==> src/rtl/fifo_pkg.sv <==
// rtl/fifo_pkg.sv - shared parameter helpers for the RAM-backed synchronous FIFO
package fifo_pkg;

    function automatic int clog2(input int value);
        int result;
        int v;
        result = 0;
        v = value - 1;
        while (v > 0) begin
            result = result + 1;
            v = v >> 1;
        end
        return result;
    endfunction

    // Pointers carry one extra bit so full and empty are distinguishable.
    function automatic int ptr_width(input int addr_width);
        return addr_width + 1;
    endfunction

    function automatic bit params_ok(
        input int depth,
        input int addr_width,
        input int rd2wr,
        input int afull_th,
        input int aempty_th
    );
        return (depth == (1 << addr_width)) && (addr_width == clog2(depth)) &&
               (rd2wr > 0) && (depth % rd2wr == 0) &&
               (aempty_th < afull_th) && (afull_th <= depth);
    endfunction

endpackage

==> src/rtl/sync_fifo_ctrl.sv <==
// rtl/sync_fifo_ctrl.sv - pointer, occupancy and flag sequencing for a RAM-backed synchronous FIFO
module sync_fifo_ctrl
    import fifo_pkg::*;
#(
    parameter int DEPTH      = 32,
    parameter int ADDR_WIDTH = 5,
    parameter int RD2WR      = 1,
    parameter int AFULL_TH   = 28,
    parameter int AEMPTY_TH  = 4
) (
    input  logic                  clk,
    input  logic                  rst_n,
    input  logic                  clr,
    input  logic                  wr_en,
    input  logic                  rd_en,
    output logic                  full,
    output logic                  empty,
    output logic                  almost_full,
    output logic                  almost_empty,
    output logic [ADDR_WIDTH:0]   data_count,
    output logic                  rd_valid,
    output logic                  overflow,
    output logic                  underflow,
    output logic                  ram_wr_port_ena,
    output logic                  ram_wr_en,
    output logic [ADDR_WIDTH-1:0] ram_wr_addr,
    output logic                  ram_rd_port_ena,
    output logic [ADDR_WIDTH-1:0] ram_rd_addr
);

    localparam int PTR_WIDTH = ptr_width(ADDR_WIDTH);

    localparam logic [PTR_WIDTH-1:0] DEPTH_C   = PTR_WIDTH'(DEPTH);
    localparam logic [PTR_WIDTH-1:0] RD_STEP   = PTR_WIDTH'(RD2WR);
    localparam logic [PTR_WIDTH-1:0] AFULL_C   = PTR_WIDTH'(AFULL_TH);
    localparam logic [PTR_WIDTH-1:0] AEMPTY_C  = PTR_WIDTH'(AEMPTY_TH);

    generate
        if (!params_ok(DEPTH, ADDR_WIDTH, RD2WR, AFULL_TH, AEMPTY_TH)) begin : g_bad_params
            $error("sync_fifo_ctrl: inconsistent DEPTH/ADDR_WIDTH/RD2WR/threshold parameters");
        end
    endgenerate

    logic [PTR_WIDTH-1:0] wr_ptr;
    logic [PTR_WIDTH-1:0] rd_ptr;
    logic [PTR_WIDTH-1:0] wr_ptr_next;
    logic [PTR_WIDTH-1:0] rd_ptr_next;
    logic                 wr_acc;
    logic                 rd_acc;

    assign full         = (data_count == DEPTH_C);
    assign empty        = (data_count < RD_STEP);
    assign almost_full  = (data_count >= AFULL_C);
    assign almost_empty = (data_count <= AEMPTY_C);

    // Accepts look only at registered flags; reset also silences the RAM ports.
    assign wr_acc = rst_n & wr_en & ~full & ~clr;
    assign rd_acc = rst_n & rd_en & ~empty & ~clr;

    assign ram_wr_port_ena = wr_acc;
    assign ram_wr_en       = wr_acc;
    assign ram_wr_addr     = wr_ptr[ADDR_WIDTH-1:0];
    assign ram_rd_port_ena = rd_acc;
    assign ram_rd_addr     = rd_ptr[ADDR_WIDTH-1:0];

    assign wr_ptr_next = wr_acc ? wr_ptr + 1'b1 : wr_ptr;
    assign rd_ptr_next = rd_acc ? rd_ptr + RD_STEP : rd_ptr;

    // Flush and reset share the same end state; RAM contents are left alone.
    always_ff @(posedge clk) begin
        if (!rst_n || clr) begin
            wr_ptr     <= '0;
            rd_ptr     <= '0;
            data_count <= '0;
            rd_valid   <= 1'b0;
            overflow   <= 1'b0;
            underflow  <= 1'b0;
        end else begin
            wr_ptr     <= wr_ptr_next;
            rd_ptr     <= rd_ptr_next;
            data_count <= wr_ptr_next - rd_ptr_next;
            rd_valid   <= rd_acc;
            overflow   <= wr_en & full;
            underflow  <= rd_en & empty;
        end
    end

endmodule

==> config.mk <==
export PLATFORM = sky130hd
export DESIGN_NAME = sync_fifo_ctrl
export DESIGN_NICKNAME = d
export VERILOG_FILES = /design/src/rtl/fifo_pkg.sv /design/src/rtl/sync_fifo_ctrl.sv
export SDC_FILE = /design/constraint.sdc
export NUM_CORES = 1
export LEC_CHECK = 0
export ABC_CLOCK_PERIOD_IN_PS = 3500
export CAP_MARGIN = 20
export CORE_ASPECT_RATIO = 0.75
export CORE_MARGIN = 5
export CORE_UTILIZATION = 40
export DETAILED_ROUTE_END_ITERATION = 12
export PLACE_DENSITY_LB_ADDON = 0.15
export SLEW_MARGIN = 40
export SYNTH_ARGS = -nofsm -noshare
export SYNTH_HDL_FRONTEND = slang
export SYNTH_SLANG_ARGS = --single-unit
==> constraint.sdc <==
create_clock -name clk -period 3.5 [get_ports clk]
set_input_delay 0.7 -clock clk [delete_from_list [all_inputs] [get_ports clk]]
set_output_delay 0.7 -clock clk [all_outputs]
set_load 0.03 [all_outputs]
==> summary.md <==
| Metric | Value |
|---|---|
| Outcome | `complete, no violations` |
| Post-DP HPWL | `1870 um` |
| VDD IR max | `221 uV` |
| Initial Util | `40.5%` |
| Data required time at the worst endpoint | `2800 ps` |
| Setup-failing EPs final | `0` |
| Synth async-reset ratio | `0%` |
| GRT Overall Usage | `12.2%` |
| Antenna diode count | `0` |
| Post-DR vias/cell | `4.67` |
| CP Buf/Inv Count | `2` |
| Slew margin rel. | `66.4%` |
| Static leakage | `0.586 nW` |
| Core Box Area | `2870 um^2` |
| Post-synth EDFFs | `0` |
| Chip height | `56.7 um` |
| Longest Clk Path Bufs | `2` |
| Pwr/cell area | `294 nW/um^2` |
| Fmax achieved | `315 MHz` |
| Wirelength per Cell | `13.2 um` |
| Top delay family on crit path | `buffers and inverters` |
| Synth Cell Area | `1160 um^2` |
| Initial DRC Count | `36` |
| Area leader, netlist | `dfxtp_1` |
| R2R setup slack | `890 ps` |
| Vias in the first global route | `795` |
| CP peak stage delay | `750 ps` |
| Mux cell area share after synthesis | `2.58%` |
| Worst Max-Slew Pin Slew | `501 ps` |
| Worst Path Max Fanout | `7` |
| Compound-Gate Fraction of Synth Area | `11.5%` |
| First-pass GRT wire length | `3840 um` |
| Main combinational cell family by area after synthesis | `simple AND/OR/NAND/NOR gates` |
| Post-DRT Antenna Nets | `0` |
| Simple-Gate Fraction of Synth Area | `20.3%` |
| DRT Wirelength | `2370 um` |
| Final Total Pwr | `433 uW` |
| Ratio of cells with drive above 1 in the final layout | `9.86%` |
| Sequential share of the synthesized area | `36.2%` |
| Largest net degree at the start of global routing | `16` |
| WP data arrival | `2480 ps` |
| # IOs | `31` |
| Port bufs | `30` |
| Top cells by count, synth | `21 x dfxtp_1, 12 x nor2_1, 11 x buf_4` |
| Worst skew pair latency | `250 ps` |
| CP Launch Type | `primary input` |
| Post-cts resize count | `0` |
| Synth Area in Adders | `9.26%` |
| CTS Root Cell | `clkbuf_8` |
| RSZ-0062 raised after global routing | `no` |
| Full die area | `4100 um^2` |
| Die span in x | `72.2 um` |
| Antenna violations before repair | `0` |
| Avg Inst Size Synth | `9.77 um^2` |
| #FFs+latches synth | `21` |
| DRC | `0` |
| DR pass1 iterations | `4` |
| Primary FF master, synth | `dfxtp_1` |
| Total number of vias | `841` |
| Ys Warns | `0` |
| Hold Buf Count CTS | `0` |
| Area grow syn2layout | `26.7%` |
| Cell variety after synth | `30` |
| Syn Inst Count | `119` |
| Clk pin slew, worst setup/hold paths | `70 ps` |
| Hold WC Path Type | `flip-flop to flip-flop` |
| Max cap viols | `0` |
| GR Overflow Total | `0` |
| Clk_skew | `1.47 ps` |
| Final hold vios | `0` |
| Most used cell along the critical path | `clkdlybuf4s50_1` |
| Setup Total Neg Slack | `0 ps` |
| Final worst-path cycle share | `90.7%` |
| H-tree levels | `1` |
| Final-report max-slew violation count | `0` |
| CP Capture Type | `primary output` |
| Syn Nets | `132` |
| Most common cell in the netlist | `dfxtp_1` |
| Crit-path slowest cell | `clkdlybuf4s50_1` |
| Final min period | `3180 ps` |
| Setup bufs post-CTS | `0` |
| Synth area leaders | `dfxtp_1 36%, ha_1 7.5%, buf_4 7.1%, xnor2_1 5.3%, xor2_1 4.5%` |
| Worst-path cell chain | `clkdlybuf4s50_1 > nand2b_4 > a211oi_4 > clkdlybuf4s50_1` |
| Clock sinks | `21` |
| Clock tree from TritonCTS | `built` |
| Worst Path Class, Setup | `primary input to primary output` |
| Placer Congestion | `0.714` |
| Std cell rows | `17` |
| Clock buffer count from CTS | `3` |
| XOR/XNOR Fraction of Synth Area | `9.80%` |
| Synth top area share | `36.2%` |
| Total Nets Final | `156` |
[path summary, 6_finish.rpt]
kind,end,start,depth (start not counted)
worst max-delay path,ram_wr_port_ena,rst_n,4
worst min register to register,rd_ptr[5],rd_ptr[5],2
worst min-delay path,rd_ptr[5],rd_ptr[5],2
worst max register to register,data_count[5],data_count[2],9
[sequential cells by signal (all words and copies together), names as in the netlist]
name / flops
data_count: 6
rd_ptr: 6
overflow: 1
rd_valid: 1
underflow: 1
wr_ptr: 6
[power breakdown]
| group | internal, mW | leakage [nW] | switching [mW] |
|---|---|---|---|
| logic | 0.0160 | 0.394 | 0.0216 |
| clock network | 0.0809 | 0.0228 | 0.0726 |
| registers | 0.240 | 0.169 | 0.00140 |
[placed cells by master, fill, tap and decap left out]
master,instances
a2111oi_2,2
a211oi_1,1
a211oi_4,2
a21o_1,1
a21oi_1,3
a31o_2,1
and2_1,7
and2b_1,1
and3_1,2
and4_1,1
buf_4,2
clkbuf_1,1
clkbuf_8,3
clkdlybuf4s50_1,30
dfxtp_1,21
fa_1,1
ha_1,7
inv_1,6
mux2i_1,3
nand2_1,6
nand2b_4,1
nand4_1,5
nor2_1,12
nor2b_1,1
nor3_2,1
nor3_4,1
nor3b_2,1
o21ai_0,5
or3_1,1
xnor2_1,7
xor2_1,6
[worst reg2reg max path, cell delays in order, from the launching register on]
cell      delay, ps
dfxtp_1         440
nor3_4          120
a211oi_4        390
mux2i_1         380
ha_1            290
nor2b_1         120
o21ai_0         200
a21oi_1         110
or3_1           340
mux2i_1         140
[per-layer routing]
layer  track usage [%]  share of wire [%]
met2              18.9                 44
met4              1.61               0.51
met1              16.0                 48
met5                 0                  0
met3              5.01                7.4
[per-stage QoR]
step	setup WS [ps]	hold WS (ps)	std cells	area [um^2]	util (%)
after detailed placement	85.8	528	176	1430	49.7
after global routing	152	585	180	1470	51.3
final	324	548	180	1470	51.3
after global placement	178	517	176	1430	49.7
after CTS	306	550	180	1470	51.3
after floorplan	397	499	119	1160	-
[logic make-up after synthesis]
kind of cell | Yosys count
adders and majority gates | 8
DFF | 21
AOI/OAI and AO/OA | 15
xor gates and xnor gates | 13
and+or+nand+nor | 40
muxes | 3
buffers and inverters | 19
[final cells by class]
cell class	instances	area, um^2
Fill cell	271	1400
Inverter	6	22.5
Multi-Input combinational cell	79	622
Sequential cell	21	420
Tap cell	38	47.5
Clock buffer	4	45.0
Timing Repair Buffer	32	315
Note: power is estimated with default switching activity, not from simulation.
